$ cat src/rtl/i2s_tx_if.sv
// i2s_tx_if: signal bundle between an I2S frame source/sink and i2s_tx.
//   lrclk      word select, 0 = left slot, 1 = right slot
//   left       signed left sample, BITSIZE bits
//   right      signed right sample, BITSIZE bits
//   sdata      serial data towards the codec
//   sample_req one-cycle pulse when a stereo pair has been captured
//   frame_err  sticky lrclk framing error flag
// master: the side that supplies lrclk and samples; slave: the serializer.
interface i2s_tx_if #(
  parameter int BITSIZE = 16
);
  logic                      lrclk;
  logic signed [BITSIZE-1:0] left;
  logic signed [BITSIZE-1:0] right;
  logic                      sdata;
  logic                      sample_req;
  logic                      frame_err;

  modport master (
    output lrclk, left, right,
    input  sdata, sample_req, frame_err
  );

  modport slave (
    input  lrclk, left, right,
    output sdata, sample_req, frame_err
  );
endinterface

$ cat src/rtl/i2s_tx.sv
// i2s_tx: stereo I2S serializer. 64 bclk per frame, 32-bit slots, MSB
// first, one-bclk data delay after each lrclk transition. Both samples are
// captured together at the left-slot start so a stereo pair is coherent.
// Slot bits beyond BITSIZE are zero. lrclk half-periods other than 32 bclk
// set a sticky frame_err.
// Ports:
//   bclk   bit clock, all logic on its rising edge
//   reset  synchronous, active-high
//   bus    i2s_tx_if slave: lrclk/left/right in, sdata/sample_req/frame_err out
module i2s_tx #(
  parameter int BITSIZE = 16
) (
  input  logic     bclk,
  input  logic     reset,
  i2s_tx_if.slave  bus
);

  localparam logic [5:0] CNT_MAX  = 6'd63;
  localparam logic [5:0] CNT_GOOD = 6'd31;

  logic                      lr_d;
  logic [BITSIZE-1:0]        shreg;
  logic signed [BITSIZE-1:0] l_h;
  logic signed [BITSIZE-1:0] r_h;
  logic [5:0]                cnt;
  logic                      armed;
  logic                      sdata_q;
  logic                      sreq_q;
  logic                      ferr_q;

  logic [BITSIZE-1:0]        shreg_nxt;
  logic signed [BITSIZE-1:0] l_h_nxt;
  logic signed [BITSIZE-1:0] r_h_nxt;
  logic [5:0]                cnt_nxt;
  logic                      armed_nxt;
  logic                      sdata_nxt;
  logic                      sreq_nxt;
  logic                      ferr_nxt;

  logic                      is_edge;
  logic                      is_fall;
  logic                      is_rise;

  // Slot bit counter saturates so an lrclk that stops toggling cannot
  // wrap back to a value that looks like a good half-period.
  function automatic logic [5:0] sat_inc(input logic [5:0] c);
    return (c == CNT_MAX) ? c : c + 6'd1;
  endfunction

  assign is_edge = (bus.lrclk != lr_d);
  assign is_fall = is_edge & ~bus.lrclk;
  assign is_rise = is_edge &  bus.lrclk;

  always_comb begin
    l_h_nxt   = l_h;
    r_h_nxt   = r_h;
    sreq_nxt  = 1'b0;
    sdata_nxt = shreg[BITSIZE-1];
    shreg_nxt = {shreg[BITSIZE-2:0], 1'b0};
    cnt_nxt   = sat_inc(cnt);
    armed_nxt = armed;
    ferr_nxt  = ferr_q;

    if (is_fall) begin
      // Left slot start: the live left input goes straight to the wire so
      // the MSB leaves one bclk after the transition, not two.
      l_h_nxt   = bus.left;
      r_h_nxt   = bus.right;
      sreq_nxt  = 1'b1;
      sdata_nxt = bus.left[BITSIZE-1];
      shreg_nxt = {bus.left[BITSIZE-2:0], 1'b0};
    end else if (is_rise) begin
      // Right slot uses the pair captured at the preceding left start.
      sdata_nxt = r_h[BITSIZE-1];
      shreg_nxt = {r_h[BITSIZE-2:0], 1'b0};
    end

    if (is_edge) begin
      cnt_nxt   = 6'd0;
      armed_nxt = 1'b1;
      // The first transition after reset only arms the check; the count
      // before it does not describe a full half-period.
      if (armed && (cnt != CNT_GOOD)) begin
        ferr_nxt = 1'b1;
      end
    end
  end

  always_ff @(posedge bclk) begin
    if (reset) begin
      lr_d    <= 1'b0;
      shreg   <= '0;
      l_h     <= '0;
      r_h     <= '0;
      cnt     <= '0;
      armed   <= 1'b0;
      sdata_q <= 1'b0;
      sreq_q  <= 1'b0;
      ferr_q  <= 1'b0;
    end else begin
      lr_d    <= bus.lrclk;
      shreg   <= shreg_nxt;
      l_h     <= l_h_nxt;
      r_h     <= r_h_nxt;
      cnt     <= cnt_nxt;
      armed   <= armed_nxt;
      sdata_q <= sdata_nxt;
      sreq_q  <= sreq_nxt;
      ferr_q  <= ferr_nxt;
    end
  end

  assign bus.sdata      = sdata_q;
  assign bus.sample_req = sreq_q;
  assign bus.frame_err  = ferr_q;

endmodule

$ cat src/flat_wrapper.sv
// flat-port wrapper written by rule: the top's interface ports become plain ports
module i2s_tx_flat 
#(
  parameter int BITSIZE = 16
)
  (bclk, reset, bus_lrclk, bus_left, bus_right, bus_sdata, bus_sample_req, bus_frame_err);
  i2s_tx_if #(.BITSIZE(BITSIZE)) bus_i ();
  input  logic bclk;
  input  logic reset;
  input wire logic [$bits(bus_i.lrclk)-1:0] bus_lrclk;
  input wire logic [$bits(bus_i.left)-1:0] bus_left;
  input wire logic [$bits(bus_i.right)-1:0] bus_right;
  output wire logic [$bits(bus_i.sdata)-1:0] bus_sdata;
  output wire logic [$bits(bus_i.sample_req)-1:0] bus_sample_req;
  output wire logic [$bits(bus_i.frame_err)-1:0] bus_frame_err;
  assign bus_i.lrclk = bus_lrclk;
  assign bus_i.left = bus_left;
  assign bus_i.right = bus_right;
  assign bus_sdata = bus_i.sdata;
  assign bus_sample_req = bus_i.sample_req;
  assign bus_frame_err = bus_i.frame_err;
  i2s_tx #(.BITSIZE(BITSIZE)) u_core (.bclk(bclk), .reset(reset), .bus(bus_i));
endmodule
$ cat config.mk
export PLATFORM = sky130hd
export DESIGN_NAME = i2s_tx_flat
export DESIGN_NICKNAME = d
export VERILOG_FILES = /design/src/rtl/i2s_tx_if.sv /design/src/rtl/i2s_tx.sv /design/src/flat_wrapper.sv
export SDC_FILE = /design/constraint.sdc
export NUM_CORES = 1
export LEC_CHECK = 0
export CAP_MARGIN = 20
export CELL_PAD_IN_SITES_DETAIL_PLACEMENT = 1
export CELL_PAD_IN_SITES_GLOBAL_PLACEMENT = 2
export CORE_UTILIZATION = 29
export CTS_BUF_LIST = sky130_fd_sc_hd__clkbuf_8
export DETAILED_ROUTE_END_ITERATION = 10
export GPL_ROUTABILITY_DRIVEN = 0
export PLACE_DENSITY_LB_ADDON = 0.2
export SLEW_MARGIN = 20
export SYNTH_ARGS = -nofsm -noshare
export SYNTH_HDL_FRONTEND = slang
export SYNTH_SLANG_ARGS = --single-unit
export TNS_END_PERCENT = 5
$ cat constraint.sdc
create_clock -name bclk -period 1.3 [get_ports bclk]
set_input_delay 0.195 -clock bclk [delete_from_list [all_inputs] [get_ports bclk]]
set_output_delay 0.195 -clock bclk [all_outputs]
set_load 0.02 [all_outputs]
==> flow_summary.yaml, run 1 <==
floorplanning:
  core.rowCount: 28
  io_pins: 38
  die-height_um: 80.1
  initial_core_util: 0.299
  die_x_um: 80.1
  core_area_sq_mm: 0.00592
  die-area_sq_mm: 0.00642
worst_setup_path:
  crit_path_end_kind: "register"
  path_cells: "inv_2, ha_4, buf_12, mux2_2, mux2i_1, nor2_1"
  startpoint_type: "register"
  reg2reg_depth: 6
  path_delay_family: "multiplexers"
  regToRegSetupSlack_ns: 0.02
  cp.depth: 6
  path_max_fanout: 7
  cpPeakStageDelay_ns: 0.33
  crit_type: "register to register"
  r2r-start: "u_core.lr_d$_SDFF_PP0_"
  arrival_ns: 1.47
  cp-endpoint: "u_core.shreg[4]$_SDFF_PP0_"
  critPathRequiredTime_ns: 1.48
  critical_path_buf_inv_count: 2
  cp-startpoint: "u_core.lr_d$_SDFF_PP0_"
  r2r-end: "u_core.shreg[4]$_SDFF_PP0_"
  slowest_stage: "dfxtp_2"
clock_tree:
  htreeDepth: 2
  cts_tree: "built"
  cts_sinks: 42
  path_clk_slew_ns: 0.07
  root_buffer: "clkbuf_8"
  postCtsSetupBuffers: 0
  ctsHoldBuffers: 0
  clk_path_buf_depth: 2
  cts_made_buffers: 5
  clock_latency_ns: 0.29
routing:
  firstDrtPassIters: 4
  drtIter0Drc: 45
  routedWlPerCell_um: 13.3
  drc: 0
  vias: 1298
  vias_per_cell: 4.57
  drt_wl_total_mm: 3.77
  drtAntennaViolNets: 0
timing:
  max_slew_margin: 0.845
  rsz0062_at_grt: "yes"
  fin_ws_ns: 0.0153
  setup_viol: 0
  hold_violations: 0
  period_minus_slack_ns: 1.28
  maxSlewViolCount: 0
  worst_pin_slew_ns: 0.231
  max_freq_mhz: 778
  finalCritPeriodShare: 0.988
  clock_skew_ns: 0.00345
power:
  ir_worst_vdd_v: 0.000387
  power_leakage_nw: 0.919
  p_per_area_mw_per_mm2: 1030
  finalPower_w: 0.00248
logic_synthesis:
  yosys_warnings: 0
  syn_area_sq_mm: 0.00177
  synth_compound_area_frac: 0.0389
  syn_inst: 167
  synth_mux_area_frac: 0.284
  synthAdderAreaFrac: 0.0212
  synth_nets: 205
  synth-async-reset-ratio: 0
  synthSimpleGateAreaFrac: 0.118
  synthTopCellsByCount: "42 x dfxtp_1, 33 x nor2_1, 30 x mux2i_1, 9 x mux2_4"
  synth_top_area_frac: 0.475
  synth_edf_count: 0
  yosys.area.top_type: "dfxtp_1"
  ys_ff_latch: 42
  synth_seq_area_share: 0.475
  synthXorXnorAreaFrac: 0.00989
  synth_ff_type: "dfxtp_1"
  synth_cell_types: 30
  synthTopCellsByArea: "dfxtp_1 47%, mux2i_1 17%, mux2_4 7.6%, nor2_1 7.0%, mux2_2 3.8%"
  yosysMostFrequentCell: "dfxtp_1"
  synth_top_family_by_area: "multiplexers"
  avgSynthCellArea_sq_um: 10.6
job:
  maxCapViolations: 0
place:
  placed_cells: 277
  io_buffers: 37
  dp_hpwl_mm: 2.75
  place_area_sq_mm: 0.00231
  dp_slack_ns: -0.378
global_routing:
  grt_pass1_vias: 1359
  grt_usage: 0.129
  grt_max_degree: 37
  globalRoute.totalOverflow: 0
  grt_first_pass_wirelength_mm: 6.18
  grt_antenna_before_repair: 0
final_layout:
  diodes: 0
  instances_no_fill: 284
  final_area_sq_mm: 0.00241
  final_util: 0.407
  drive_gt1_frac: 0.163
  synthToLayoutAreaGrowth_pct: 36.0
  nNetsFinal: 247
min_path:
  hold_class: "register to register"
outcome:
  status: "finished clean"
per-stage QoR:
step / TNS [ns] / hold slack, ns
after floorplan: -0.193 / 0.328
after global placement: -11.68 / 0.440
after detailed placement: -13.02 / 0.453
after CTS: -0.0270 / 0.464
after global routing: -0.584 / 0.498
final: 0 / 0.462
where the power goes:
group | switching [W] | internal (W) | total, W | leakage [nW]
logic | 0.000131 | 0.000223 | 0.000354 | 0.530
clock network | 0.000418 | 0.000354 | 0.000773 | 0.0466
registers | 0.0000231 | 0.00133 | 0.00136 | 0.342
worst min-delay path, stage by stage (launching register included):
cell,delay (ns)
dfxtp_1,0.32
inv_1,0.05
a21oi_1,0.05
layout make-up:
type,instances,area (sq um)
Fill cell,671,3510
Multi-Input combinational cell,110,876
Timing Repair Buffer,45,500
Tap cell,75,93.8
Inverter,5,18.8
Sequential cell,42,842
Clock buffer,5,68.8
Clock inverter,2,7.51
repair_timing:
item,4_1_cts,5_1_grt
pin swaps,0,1
resized for setup,6,5
endpoints found under the setup margin,30,20
cloned,0,0
cells by family (layout without fill, tap and decap cells):
logic type	after synthesis	in the layout
XOR/XNOR	2	2
multiplexers	45	45
adder cells (fa/ha/maj)	3	3
flip-flops	42	42
AO/OA/AOI/OAI	12	12
AND/OR/NAND/NOR	48	48
buffers and inverters	15	57
routing by layer:
metal  global-route usage  routed length [um]
met1                0.144                1600
met2                0.215                1870
met3               0.0420                 211
met4               0.0750                  82
met5                    0                   0
sequential cells by signal (all words and copies together) (netlist names):
name / flops
u_core.cnt: 6
u_core.armed: 1
u_core.lr_d: 1
u_core.r_h: 16
u_core.bus.sdata: 1
u_core.bus.sample_req: 1
u_core.bus.frame_err: 1
u_core.shreg: 15
worst min-delay path by stage:
stage,from,to,slack (ns),cells past startpoint
after floorplan,bus_lrclk,u_core.lr_d$_SDFF_PP0_,0.33,2
after global placement,u_core.armed$_SDFFE_PP0P_,u_core.armed$_SDFFE_PP0P_,0.44,2
after detailed placement,u_core.armed$_SDFFE_PP0P_,u_core.armed$_SDFFE_PP0P_,0.45,2
after CTS,u_core.armed$_SDFFE_PP0P_,u_core.armed$_SDFFE_PP0P_,0.46,2
after global routing,bus_lrclk,u_core.lr_d$_SDFF_PP0_,0.50,4
final,u_core.armed$_SDFFE_PP0P_,u_core.armed$_SDFFE_PP0P_,0.46,2
cells in the final DEF (no fill, tap or decap), drive strengths merged:
| master | instances |
|---|---|
| a211oi | 1 |
| a21boi | 1 |
| a21oi | 6 |
| a22oi | 1 |
| a31oi | 1 |
| and4 | 1 |
| buf | 8 |
| clkbuf | 5 |
| clkdlybuf4s50 | 33 |
| dfxtp | 42 |
| dlygate4sd2 | 4 |
| ha | 3 |
| inv | 7 |
| mux2 | 15 |
| mux2i | 30 |
| nand2 | 2 |
| nand2b | 1 |
| nand3 | 2 |
| nand4 | 1 |
| nor2 | 33 |
| nor2b | 2 |
| nor3 | 4 |
| nor3b | 1 |
| nor4 | 1 |
| o21ai | 2 |
| xnor2 | 1 |
| xor2 | 1 |
Note: power is estimated with default switching activity, not from simulation.
==> run 2: changes to the inputs <==
--- a/config.mk
+++ b/config.mk
@@ -13,7 +13,8 @@
 export DETAILED_ROUTE_END_ITERATION = 10
 export GPL_ROUTABILITY_DRIVEN = 0
 export PLACE_DENSITY_LB_ADDON = 0.2
-export SLEW_MARGIN = 20
+export SKIP_CTS_REPAIR_TIMING = 1
+export SLEW_MARGIN = 25
 export SYNTH_ARGS = -nofsm -noshare
 export SYNTH_HDL_FRONTEND = slang
 export SYNTH_SLANG_ARGS = --single-unit
==> run 2 against run 1 <==
  * Utilization is the same
  * Clock power is essentially flat
  * Worst setup slack lost 0.0049 ns
  * Sequential share of layout area is the same
  * Clock skew is essentially flat
  * First-iteration DRC count grew 4.4%
  * Flip-flop and latch count is the same
  * Design area is the same
  * Critical path depth is the same
  * Register-to-register slack is essentially flat
  * Total power is essentially flat
  * Critical endpoint is now u_core.bus.sdata$_SDFF_PP0_
  * Largest cell class unchanged
==> flow_summary.yaml, run 2 (synthesized netlist as in run 1, its figures left out) <==
routing:
  drtIter0Drc: 47
  vias: 1295
  drc: 0
  vias_per_cell: 4.56
  firstDrtPassIters: 4
  drtAntennaViolNets: 0
  drt_wl_total_mm: 3.74
  routedWlPerCell_um: 13.2
global_routing:
  grt_max_degree: 37
  grt_first_pass_wirelength_mm: 6.17
  globalRoute.totalOverflow: 0
  grt_antenna_before_repair: 0
  grt_pass1_vias: 1355
  grt_usage: 0.129
place:
  dp_hpwl_mm: 2.75
  io_buffers: 37
power:
  combPwrFrac: 0.142
  p_int_w: 0.00191
  seq_power_share: 0.546
  clockPowerShare: 0.312
  finalPower_w: 0.00248
  p_sw_w: 0.000572
  p_per_area_mw_per_mm2: 1030
  ir_worst_vdd_v: 0.000388
  power_leakage_nw: 0.962
  switching_share: 0.230
floorplanning:
  initial_core_util: 0.299
  die-height_um: 80.1
  die_x_um: 80.1
  io_pins: 38
  core.rowCount: 28
  die-area_sq_mm: 0.00642
  core_area_sq_mm: 0.00592
clock_tree:
  clk_path_buf_depth: 2
  path_clk_slew_ns: 0.08
  cts_sinks: 42
  clock_latency_ns: 0.29
  cts_made_buffers: 5
  htreeDepth: 2
  root_buffer: "clkbuf_8"
  cts_tree: "built"
worst_setup_path:
  r2r-start: "u_core.lr_d$_SDFF_PP0_"
  r2r-end: "u_core.bus.sdata$_SDFF_PP0_"
  critPathRequiredTime_ns: 1.49
  crit_type: "register to register"
  reg2reg_depth: 6
  path_max_fanout: 7
  regToRegSetupSlack_ns: 0.01
  startpoint_type: "register"
  arrival_ns: 1.48
  crit_path_end_kind: "register"
final_layout:
  synthToLayoutAreaGrowth_pct: 36.0
  drive_gt1_frac: 0.153
  largestRegisters: "u_core.r_h: 16 flops, u_core.shreg: 15 flops, u_core.cnt: 6 flops"
  fillCellCount: 665
  final_cell_mix: "41 x dfxtp_1, 33 x nor2_1, 33 x clkdlybuf4s50_1, 30 x mux2i_1, 9 x mux2_4"
  layout_commonest_cell: "dfxtp_1"
  largest_register_ffs: 16
  top_register: "u_core.r_h"
  nNetsFinal: 247
  diodes: 0
min_path:
  whs_path_depth: 4
  worstHoldStart: "bus_lrclk"
  hold_class: "input pin to register"
  holdPathEnd: "u_core.lr_d$_SDFF_PP0_"
timing:
  clock_skew_ns: 0.00354
  hold_violations: 0
  setup_viol: 0
  maxSlewViolCount: 0
  max_freq_mhz: 775
  worst_pin_slew_ns: 0.231
  max_slew_margin: 0.845
  fin_setup_tns_ns: 0
  period_minus_slack_ns: 1.29
  rsz0062_at_grt: "yes"
  finalCritPeriodShare: 0.992
outcome:
  status: "finished clean"
job:
  maxCapViolations: 0
run 2: power groups by stage:
stage	Sequential [W]	Clock, W	Combinational, W
after floorplan	0.00139	0	0.000175
after global placement	0.00138	0	0.000347
after detailed placement	0.00139	0	0.000356
after CTS	0.00136	0.000830	0.000358
after global routing	0.00136	0.000860	0.000383
final	0.00136	0.000774	0.000353
run 2: area by class of cell:
class / instances / area (sq um) / share of cell area
Inverter: 5 / 18.8 / 0.00780
Clock buffer: 5 / 68.8 / 0.0286
Timing Repair Buffer: 45 / 515 / 0.214
Clock inverter: 2 / 7.51 / 0.00312
Tap cell: 75 / 93.8 / 0.0390
Sequential cell: 42 / 842 / 0.350
Multi-Input combinational cell: 110 / 861 / 0.358
run 2: worst max-delay path by stage:
stage / start / to / slack, ns / depth (start not counted)
2_1_floorplan: u_core.lr_d$_SDFF_PP0_ / u_core.shreg[6]$_SDFF_PP0_ / -0.02 / 7
3_3_place_gp: bus_lrclk / u_core.shreg[7]$_SDFF_PP0_ / -0.36 / 6
3_5_place_dp: bus_lrclk / u_core.shreg[2]$_SDFF_PP0_ / -0.38 / 6
4_1_cts: u_core.bus.frame_err$_SDFFE_PP0P_ / bus_frame_err / -0.17 / 1
5_1_grt: u_core.lr_d$_SDFF_PP0_ / u_core.shreg[3]$_SDFF_PP0_ / -0.07 / 6
6_report: u_core.lr_d$_SDFF_PP0_ / u_core.bus.sdata$_SDFF_PP0_ / 0.01 / 6
run 2: through the flow:
stage / util / cell area (sq um) / setup slack (ns) / cells / hold slack [ns]
after floorplan: - / 1780 / -0.0215 / 167 / 0.328
after global placement: 0.390 / 2310 / -0.360 / 277 / 0.440
after detailed placement: 0.390 / 2310 / -0.378 / 277 / 0.453
after CTS: 0.403 / 2390 / -0.174 / 284 / 0.464
after global routing: 0.407 / 2410 / -0.0744 / 284 / 0.391
final: 0.407 / 2410 / 0.0104 / 284 / 0.383
run 2: routing by layer:
metal / GRT usage / share of wire / vias to the layer above / wire [um]
met1: 0.143 / 0.43 / 615 / 1600
met5: 0 / 0 / - / 0
met2: 0.217 / 0.50 / 22 / 1860
met3: 0.0409 / 0.054 / 8 / 202
met4: 0.0750 / 0.022 / 0 / 82
li1: - / - / 650 / -
run 2: critical path: stages, from the launching register on:
cell	delay (ns)
dfxtp_2	0.33
inv_2	0.06
ha_4	0.16
buf_12	0.12
mux2_2	0.32
mux2i_1	0.14
nor2_1	0.05
